[src/rtl/fix_pkg.sv]
// fix_pkg: shared FIX protocol constants for the receive-side parser.
// Holds the SOH/ASCII byte constants, the tag numbers the parser routes on,
// message-type and error codes, the parser FSM state enum and small
// byte-classification helpers.
package fix_pkg;

  // Field delimiter and ASCII bytes the parser reacts to
  localparam logic [7:0] SOH       = 8'h01;
  localparam logic [7:0] ASCII_EQ  = 8'h3D;
  localparam logic [7:0] ASCII_0   = 8'h30;
  localparam logic [7:0] ASCII_2   = 8'h32;
  localparam logic [7:0] ASCII_5   = 8'h35;
  localparam logic [7:0] ASCII_8   = 8'h38;
  localparam logic [7:0] ASCII_9   = 8'h39;
  localparam logic [7:0] ASCII_A   = 8'h41;

  // Tag numbers (10-bit tag accumulator)
  localparam logic [9:0] TAG_BEGIN    = 10'd8;
  localparam logic [9:0] TAG_BODYLEN  = 10'd9;
  localparam logic [9:0] TAG_CHECKSUM = 10'd10;
  localparam logic [9:0] TAG_SEQNUM   = 10'd34;
  localparam logic [9:0] TAG_MSGTYPE  = 10'd35;
  localparam logic [9:0] TAG_SENDER   = 10'd49;
  localparam logic [9:0] TAG_TARGET   = 10'd56;
  localparam logic [9:0] TAG_HBINT    = 10'd108;

  // Decoded message types, same encoding the builder consumes
  localparam logic [2:0] MSG_OTHER     = 3'b000;
  localparam logic [2:0] MSG_LOGON     = 3'b001;
  localparam logic [2:0] MSG_LOGOUT    = 3'b010;
  localparam logic [2:0] MSG_HEARTBEAT = 3'b011;
  localparam logic [2:0] MSG_SEQREQ    = 3'b100;

  // Error codes
  localparam logic [2:0] ERR_NONE         = 3'd0;
  localparam logic [2:0] ERR_BAD_TAG      = 3'd1;
  localparam logic [2:0] ERR_BAD_HEADER   = 3'd2;
  localparam logic [2:0] ERR_BAD_CHECKSUM = 3'd3;
  localparam logic [2:0] ERR_OVERLONG     = 3'd4;
  localparam logic [2:0] ERR_BAD_LENGTH   = 3'd5;

  typedef enum logic [1:0] {
    ST_IDLE  = 2'd0,
    ST_TAG   = 2'd1,
    ST_VALUE = 2'd2,
    ST_SKIP  = 2'd3
  } state_t;

  function automatic logic isDigit(input logic [7:0] b);
    return (b >= ASCII_0) && (b <= ASCII_9);
  endfunction

  function automatic logic [2:0] decodeMsgType(input logic [7:0] b);
    logic [2:0] t;
    case (b)
      ASCII_A: t = MSG_LOGON;
      ASCII_5: t = MSG_LOGOUT;
      ASCII_0: t = MSG_HEARTBEAT;
      ASCII_2: t = MSG_SEQREQ;
      default: t = MSG_OTHER;
    endcase
    return t;
  endfunction

endpackage

[src/rtl/fix_checksum_acc.sv]
// fix_checksum_acc: running modulo-256 byte sum with load and snapshot.
// Ports:
//   clk, rst        clock, asynchronous active-high reset
//   en              a byte is consumed this cycle
//   load            restart the sum with dataByte (first byte of a message)
//   snap            capture the sum of all bytes before dataByte
//   dataByte        byte being consumed
//   snapshot        last captured sum
module fix_checksum_acc (
  input  logic       clk,
  input  logic       rst,
  input  logic       en,
  input  logic       load,
  input  logic       snap,
  input  logic [7:0] dataByte,
  output logic [7:0] snapshot
);

  logic [7:0] sum_r;

  // Accumulate consumed bytes; the snapshot takes the sum before the current byte
  always_ff @(posedge clk or posedge rst) begin
    if (rst) begin
      sum_r    <= 8'd0;
      snapshot <= 8'd0;
    end else if (en) begin
      if (load) begin
        sum_r <= dataByte;
      end else begin
        sum_r <= sum_r + dataByte;
      end
      if (snap) begin
        snapshot <= sum_r;
      end
    end
  end

endmodule

[src/rtl/parse_message.sv]
// parse_message: receive-side FIX parser.
// Consumes one ASCII byte per accepted cycle, splits tag=value<SOH> fields,
// checks header order, BodyLength (9) and CheckSum (10), and presents the
// decoded administrative fields or an error code to the session layer.
// Ports:
//   clk, rst                         clock, asynchronous active-high reset
//   data_valid_i, data_i             inbound byte stream (valid low = stall)
//   message_valid_o                  one-cycle pulse, good message decoded
//   message_type_o                   decoded tag 35 type
//   senderCompId_o / sizeSenderId_o  tag 49 chars (last char in [7:0]) / count
//   targetCompId_o / sizeTargetId_o  tag 56 chars / count
//   msgSeqNum_o, heartBeatInt_o      tags 34 and 108, binary
//   checksum_o                       computed checksum of last completed message
//   error_o, error_code_o            one-cycle error pulse, code held
module parse_message
  import fix_pkg::*;
#(
  parameter int VALUE_WIDTH  = 256,
  parameter int WIDTH_SIZE   = 5,
  parameter int SEQMEM_DEPTH = 10
) (
  input  logic                    clk,
  input  logic                    rst,
  input  logic                    data_valid_i,
  input  logic [7:0]              data_i,
  output logic                    message_valid_o,
  output logic [2:0]              message_type_o,
  output logic [VALUE_WIDTH-1:0]  senderCompId_o,
  output logic [VALUE_WIDTH-1:0]  targetCompId_o,
  output logic [WIDTH_SIZE-1:0]   sizeSenderId_o,
  output logic [WIDTH_SIZE-1:0]   sizeTargetId_o,
  output logic [SEQMEM_DEPTH-1:0] msgSeqNum_o,
  output logic [7:0]              heartBeatInt_o,
  output logic [7:0]              checksum_o,
  output logic                    error_o,
  output logic [2:0]              error_code_o
);

  state_t                  state_r;
  logic                    atBoundary_r;
  logic [9:0]              tag_r;
  logic                    hasDigit_r;
  logic [1:0]              fieldIdx_r;
  logic [11:0]             bodyLen_r;
  logic [11:0]             bodyCnt_r;
  logic [11:0]             bodyCntSnap_r;
  logic                    countEn_r;
  logic                    firstValue_r;
  logic [2:0]              msgType_r;
  logic [SEQMEM_DEPTH-1:0] seq_r;
  logic [7:0]              hb_r;
  logic [VALUE_WIDTH-1:0]  sender_r;
  logic [VALUE_WIDTH-1:0]  target_r;
  logic [WIDTH_SIZE-1:0]   sizeS_r;
  logic [WIDTH_SIZE-1:0]   sizeT_r;
  logic [9:0]              rxChecksum_r;

  logic                    isDigit_s;
  logic [3:0]              digit_s;
  logic                    load_s;
  logic                    snap_s;
  logic [7:0]              accSnap_s;

  localparam logic [WIDTH_SIZE-1:0] SIZE_MAX = {WIDTH_SIZE{1'b1}};

  // Byte classification and checksum-accumulator controls
  always_comb begin
    isDigit_s = isDigit(data_i);
    // ASCII digits carry their value in the low nibble
    digit_s   = data_i[3:0];
    load_s    = data_valid_i && (state_r == ST_IDLE) && (data_i == ASCII_8) && atBoundary_r;
    // The first digit of every tag captures the sum and body count; the
    // capture made at the start of tag 10 is the one that gets checked.
    if (data_valid_i && (state_r == ST_TAG) && !hasDigit_r && isDigit_s) begin
      snap_s = 1'b1;
    end else begin
      snap_s = 1'b0;
    end
  end

  fix_checksum_acc uAcc (
    .clk      (clk),
    .rst      (rst),
    .en       (data_valid_i),
    .load     (load_s),
    .snap     (snap_s),
    .dataByte (data_i),
    .snapshot (accSnap_s)
  );

  // Parser FSM with per-message accumulators and registered outputs
  always_ff @(posedge clk or posedge rst) begin
    if (rst) begin
      state_r         <= ST_IDLE;
      atBoundary_r    <= 1'b1;
      tag_r           <= 10'd0;
      hasDigit_r      <= 1'b0;
      fieldIdx_r      <= 2'd0;
      bodyLen_r       <= 12'd0;
      bodyCnt_r       <= 12'd0;
      bodyCntSnap_r   <= 12'd0;
      countEn_r       <= 1'b0;
      firstValue_r    <= 1'b0;
      msgType_r       <= MSG_OTHER;
      seq_r           <= '0;
      hb_r            <= 8'd0;
      sender_r        <= '0;
      target_r        <= '0;
      sizeS_r         <= '0;
      sizeT_r         <= '0;
      rxChecksum_r    <= 10'd0;
      message_valid_o <= 1'b0;
      message_type_o  <= MSG_OTHER;
      senderCompId_o  <= '0;
      targetCompId_o  <= '0;
      sizeSenderId_o  <= '0;
      sizeTargetId_o  <= '0;
      msgSeqNum_o     <= '0;
      heartBeatInt_o  <= 8'd0;
      checksum_o      <= 8'd0;
      error_o         <= 1'b0;
      error_code_o    <= ERR_NONE;
    end else begin
      message_valid_o <= 1'b0;
      error_o         <= 1'b0;
      if (data_valid_i) begin
        atBoundary_r <= (data_i == SOH);
        if (countEn_r) begin
          bodyCnt_r <= bodyCnt_r + 12'd1;
        end
        case (state_r)
          ST_IDLE: begin
            if ((data_i == ASCII_8) && atBoundary_r) begin
              tag_r        <= TAG_BEGIN;
              hasDigit_r   <= 1'b1;
              fieldIdx_r   <= 2'd0;
              bodyLen_r    <= 12'd0;
              bodyCnt_r    <= 12'd0;
              bodyCntSnap_r <= 12'd0;
              countEn_r    <= 1'b0;
              msgType_r    <= MSG_OTHER;
              seq_r        <= '0;
              hb_r         <= 8'd0;
              sender_r     <= '0;
              target_r     <= '0;
              sizeS_r      <= '0;
              sizeT_r      <= '0;
              rxChecksum_r <= 10'd0;
              state_r      <= ST_TAG;
            end
          end
          ST_TAG: begin
            if (isDigit_s) begin
              tag_r      <= tag_r * 10'd10 + {6'd0, digit_s};
              hasDigit_r <= 1'b1;
              if (!hasDigit_r) begin
                bodyCntSnap_r <= bodyCnt_r;
              end
            end else if ((data_i == ASCII_EQ) && hasDigit_r) begin
              if (((fieldIdx_r == 2'd0) && (tag_r != TAG_BEGIN)) ||
                  ((fieldIdx_r == 2'd1) && (tag_r != TAG_BODYLEN))) begin
                error_o      <= 1'b1;
                error_code_o <= ERR_BAD_HEADER;
                state_r      <= ST_IDLE;
              end else begin
                firstValue_r <= 1'b1;
                state_r      <= ST_VALUE;
                if (fieldIdx_r != 2'd2) begin
                  fieldIdx_r <= fieldIdx_r + 2'd1;
                end
              end
            end else begin
              error_o      <= 1'b1;
              error_code_o <= ERR_BAD_TAG;
              state_r      <= ST_IDLE;
            end
          end
          ST_VALUE: begin
            if (data_i == SOH) begin
              if (tag_r == TAG_CHECKSUM) begin
                checksum_o <= accSnap_s;
                countEn_r  <= 1'b0;
                state_r    <= ST_IDLE;
                if (bodyCntSnap_r != bodyLen_r) begin
                  error_o      <= 1'b1;
                  error_code_o <= ERR_BAD_LENGTH;
                end else if (rxChecksum_r != {2'd0, accSnap_s}) begin
                  error_o      <= 1'b1;
                  error_code_o <= ERR_BAD_CHECKSUM;
                end else begin
                  message_valid_o <= 1'b1;
                  message_type_o  <= msgType_r;
                  senderCompId_o  <= sender_r;
                  targetCompId_o  <= target_r;
                  sizeSenderId_o  <= sizeS_r;
                  sizeTargetId_o  <= sizeT_r;
                  msgSeqNum_o     <= seq_r;
                  heartBeatInt_o  <= hb_r;
                end
              end else begin
                // Body bytes are counted from the byte after BodyLength's SOH
                if (tag_r == TAG_BODYLEN) begin
                  bodyCnt_r <= 12'd0;
                  countEn_r <= 1'b1;
                end
                tag_r      <= 10'd0;
                hasDigit_r <= 1'b0;
                state_r    <= ST_TAG;
              end
            end else begin
              firstValue_r <= 1'b0;
              case (tag_r)
                TAG_BODYLEN: begin
                  if (isDigit_s) begin
                    bodyLen_r <= bodyLen_r * 12'd10 + {8'd0, digit_s};
                  end
                end
                TAG_MSGTYPE: begin
                  if (firstValue_r) begin
                    msgType_r <= decodeMsgType(data_i);
                  end
                end
                TAG_SEQNUM: begin
                  if (isDigit_s) begin
                    seq_r <= seq_r * SEQMEM_DEPTH'(4'd10) + SEQMEM_DEPTH'(digit_s);
                  end
                end
                TAG_HBINT: begin
                  if (isDigit_s) begin
                    hb_r <= hb_r * 8'd10 + {4'd0, digit_s};
                  end
                end
                TAG_SENDER: begin
                  if (sizeS_r == SIZE_MAX) begin
                    error_o      <= 1'b1;
                    error_code_o <= ERR_OVERLONG;
                    state_r      <= ST_IDLE;
                  end else begin
                    sender_r <= {sender_r[VALUE_WIDTH-9:0], data_i};
                    sizeS_r  <= sizeS_r + WIDTH_SIZE'(1'b1);
                  end
                end
                TAG_TARGET: begin
                  if (sizeT_r == SIZE_MAX) begin
                    error_o      <= 1'b1;
                    error_code_o <= ERR_OVERLONG;
                    state_r      <= ST_IDLE;
                  end else begin
                    target_r <= {target_r[VALUE_WIDTH-9:0], data_i};
                    sizeT_r  <= sizeT_r + WIDTH_SIZE'(1'b1);
                  end
                end
                TAG_CHECKSUM: begin
                  if (isDigit_s) begin
                    rxChecksum_r <= rxChecksum_r * 10'd10 + {6'd0, digit_s};
                  end
                end
                default: begin
                end
              endcase
            end
          end
          ST_SKIP: begin
            state_r <= ST_IDLE;
          end
          default: begin
            state_r <= ST_IDLE;
          end
        endcase
      end
    end
  end

endmodule

[config.mk]
export PLATFORM = sky130hd
export DESIGN_NAME = parse_message
export DESIGN_NICKNAME = d
export VERILOG_FILES = /design/src/rtl/fix_pkg.sv /design/src/rtl/fix_checksum_acc.sv /design/src/rtl/parse_message.sv
export SDC_FILE = /design/constraint.sdc
export NUM_CORES = 2
export LEC_CHECK = 0
export ABC_AREA = 0
export BUFFER_PORTS_ARGS = -buffer_cell sky130_fd_sc_hd__buf_2
export CORE_ASPECT_RATIO = 0.5
export CORE_MARGIN = 1.5
export CORE_UTILIZATION = 54
export CTS_BUF_LIST = sky130_fd_sc_hd__clkbuf_4
export CTS_CLUSTER_SIZE = 24
export DETAILED_ROUTE_END_ITERATION = 10
export PLACE_DENSITY = 0.78
export SLEW_MARGIN = 0
export SYNTH_ARGS = -nofsm -noshare
export SYNTH_HDL_FRONTEND = slang
export SYNTH_HIERARCHICAL = 1
export SYNTH_SLANG_ARGS = --single-unit
[constraint.sdc]
create_clock -name clk -period 41.5 [get_ports clk]
set_input_delay 8.3 -clock clk [delete_from_list [all_inputs] [get_ports clk]]
set_output_delay 8.3 -clock clk [all_outputs]
set_load 0.05 [all_outputs]
# == After elaboration in Yosys (flattened, before gate mapping) ==
# Index checks and enable logic that the tools add are counted.
# op_classes
n_addsub,10
mul,5
magnitude_cmp,2
n_eq_ne,53
mux,119
bitwise,2
reduce_logical,36
# op_table
op,count
$mux 256,7
$pmux 256 s2,2
$mux 12,11
$mux 10,11
$pmux 12 s2,3
$reduce_and 6->1,11
$eq 10x6->1 const B,4
$eq 8x6->1 const B,5
$mux 8,5
$pmux 10 s2,2
$mux 3,13
$mux 5,7
$add 10x4->10,3
$mul 10x3->9 const B,3
$mux 1,30
$pmux 10 s3,1
$ne 2x2->1 const B,14
$mux 2,12
$eq 10x4->1 const B,2
$ne 10x4->1 const B,2
$pmux 5 s2,2
$pmux 3 s2,3
$ne 2x1->1 const B,8
$pmux 8 s2,1
other kinds (39),65
# totals
ff_bits,1179
in_bits,11
out_inout_bits,556
word_cells,258

# == Depth between registers and ports, before layout ==
# logic_depth
depth_word,8
depth_mapped,11

# == Cells and area by module ==
# Netlist, hierarchy kept.
# by_module_without_submodules
module,n_inst,cells_per_inst,area_per_inst_um2,seq_area_each_um2
parse_message,1,3095,45673.8,29104.2
fix_checksum_acc,1,100,974.7,400.4

# == Least setup slack after synthesis ==
# No wires, ideal clock.
# synth_path
path_kind,input-to-reg
startpoint,input data_i[3]
endpoint,register heartBeatInt_o[1]
setup_time_ns,0.128
t_arrival_ns,10.316
required_time_ns,41.372
slack_ns,31.056
path_stages,9
n_path_buf,4
cell_sequence,buf_2 or4b_4 nor3_4 nand2_4 nor2_4 buf_4 buf_6 buf_6 mux2_1
# synth_between
elab_chain_cells,2
# synth_rtl
element,line_no,rtl
start: declaration,parse_message.sv:25,"input logic [7:0] data_i,"
$eq 8x1->1,parse_message.sv:179,if (data_i == SOH) begin
$reduce_and 6->1 (no source line),-,
end signal: assignment,parse_message.sv:198,heartBeatInt_o <= hb_r;
end: declaration,parse_message.sv:33,"output logic [7:0] heartBeatInt_o,"
# Every way passes these cells.
# A chain may end at the register's enable or synchronous reset.

==> metrics.txt <==
Placed Area 50100 µm²; commonest register cell after synthesis dfrtp_1; Max clock buf depth 4; cts repair resizes 0; total wire length 111000 µm; RSZ-0062 raised after global routing no; # rows 75; number of H-tree levels 5; vias in the first global route 30500; hold crit path type flop to flop; Seq/Total Area, Yosys 0.632; ys async rst share 1.00; element type at the critical path end asynchronous set/reset pin; wire length of the first global-routing pass ~170000 µm; total iterations of the first detailed-routing run 5; synth top area cells dfrtp_1 (63%), mux2_2 (11%), a22o_1 (9.8%); Sink Count 1179; synthesized area 46600 µm²; MaxCap Viol Count 0; worst vdd ir 0.0269 mV; total number of vias 29800; Seq cells post-synth 1179; Routed Antenna Nets 0; Register Area 29500 µm²; Ys Warns 6; CP arrival 13.36 ns; Area Growth Syn to Fin 14.2%; Tmin final 12.24 ns; core area ~85000 µm²; I/O Buffers 566; worst-margin pin slew 1.33 ns; Die Y-Extent 211 µm; gr usage total 0.253; Max Fclk 0.0817 GHz; CP Launch Type input port; vias per cell 5.75; Slew HR 0.112; Fillers 6374; Worst Path Max Fanout 107; num ports 567; syn avg cell area 14.6 µm²; hold path depth 1; CTS clock-pin slew for the worst setup and hold paths roughly 0.070 ns; final hold vios 0; Starting Density 0.551; kind of critical path input port to asynchronous set/reset pin; EDFF count, synth 0; Clk Latency, worst-skew pair about 1.2 ns; fin area 53300 µm²; CTS buffer count 279; Mapped Cells 3195; DP Cell Count ~4800; worst clock skew 0.0679 ns; final net count 3992; max-slew violation count 0; layout cells sized above 1 0.369; hpwl dp ~73000 µm; top post-synthesis cells by count dfrtp_1 (1178), a22o_1 (523), mux2_2 (463); Die X 419 µm; Tcrit/Tclk final 0.295; Register-to-Register Path Depth 11; global route total overflow 0; fin cells 5187; setup TNS 0 ns; largest net degree at the start of global routing 226; Die ar. a little under 90000 µm²; Yosys top cell area share 0.632; root cell of the clock tree clkbuf_4; initial antenna violation count 4; Power Dens Cells 41.2 nW/µm²; status complete, no violations; minimum hold slack 0.477 ns; gpl congestion between 0.8 and 0.9; CTS Hold Buffers Added 0; post-CTS repair timing setup buffer count 0; multi-input logic area 15900 µm²; per-cell routed wire length 21.4 µm; largest area contributor in the netlist dfrtp_1; Initial DRC Count 2259; Synth cell types 73; Leak between 20 and 30 nW; cell with the most instances after synthesis dfrtp_1; CTS tree built; Final setup viols 0; Residual DRC 0; syn_nets 3306; Data required, critical path between 40 and 50 ns
[per-layer routing]
layer	global-route usage	up-vias	wire length, µm
met1	0.327	15400	45600
li1	-	13300	-
met5	0	-	27
met3	0.0494	268	5030
met2	0.402	856	54900
met4	0.146	4	5540
[layout by cell type, fill, tap and decap left out, types with 8 or more instances in the layout]
cell / n
nand2_1: 100
ha_1: 89
nor3_1: 12
nor2_1: 54
a22o_1: 523
nor4_1: 8
nor3b_1: 9
buf_2: 566
inv_1: 46
mux2_2: 463
nand4_1: 17
nand2b_1: 8
nand3_1: 32
o21ai_0: 69
a21oi_1: 46
o31ai_1: 12
dfrtp_1: 1178
xnor2_1: 56
nor2b_1: 9
buf_4: 35
mux2_1: 100
fa_1: 11
clkinv_1: 29
clkbuf_4: 389
a21o_1: 15
xor2_1: 34
[path summary, 6_finish.rpt]
check,start,to,slack (ns)
min in group asynchronous,rst,checksum_o[4],7.26
min reg2reg,target_r[175],target_r[183],0.48
max reg2reg,state_r[0],sender_r[249],36.09
max in group clk,data_i[2],sender_r[249],29.27
max,rst,sender_r[115],29.26
min,target_r[175],target_r[183],0.48
[state kept, by name, summed over array words and instances (netlist names), 10 cells and up]
name / count
tag_r: 10
seq_r: 10
msgSeqNum_o: 10
bodyLen_r: 12
bodyCnt_r: 12
targetCompId_o: 256
rxChecksum_r: 10
target_r: 256
sender_r: 256
bodyCntSnap_r: 12
senderCompId_o: 256
[per-stage QoR]
stage	util	power (W)	worst slack, ns
after floorplan	-	0.00130	0.444
after global placement	0.592	0.00133	27.93
after detailed placement	0.592	0.00134	27.74
after CTS	0.629	0.00222	29.09
after global routing	0.629	0.00230	28.36
final	0.629	0.00219	29.26
[kinds of logic (layout without fill, tap and decap cells)]
kind of cell,Yosys count,after routing,synth area share
AO/OA/AOI/OAI,712,712,0.123
AND/OR/NAND/NOR,297,297,0.0329
multiplexers,569,569,0.137
other,0,4,0
XOR/XNOR,93,93,0.0183
adder cells (fa/ha/maj),100,100,0.0286
buffers and inverters,245,1078,0.0277
flip-flops,1179,1179,0.632
[area by class of cell]
class,instances,area share
Sequential cell,1179,0.554
Tap cell,1155,0.0271
Clock buffer,389,0.0548
Clock inverter,39,0.00383
Multi-Input combinational cell,1771,0.298
Antenna cell,4,0.000188
Inverter,47,0.00345
Timing Repair Buffer,603,0.0588
[where the power goes]
group / leakage [nW] / internal, W / switching (W)
clock network: 1.90 / 0.000440 / 0.000440
registers: 16.4 / 0.00116 / 0.0000169
logic: 10.5 / 0.0000475 / 0.0000860
total: 28.8 / 0.00165 / 0.000543
[worst max-delay path, stage by stage]
cell   delay, ns
buf_2       0.13
inv_8       0.45
buf_4       0.76
buf_4       0.80
buf_4       0.86
buf_4       0.92
buf_4       0.90
Power figures use the tool's default switching activity.
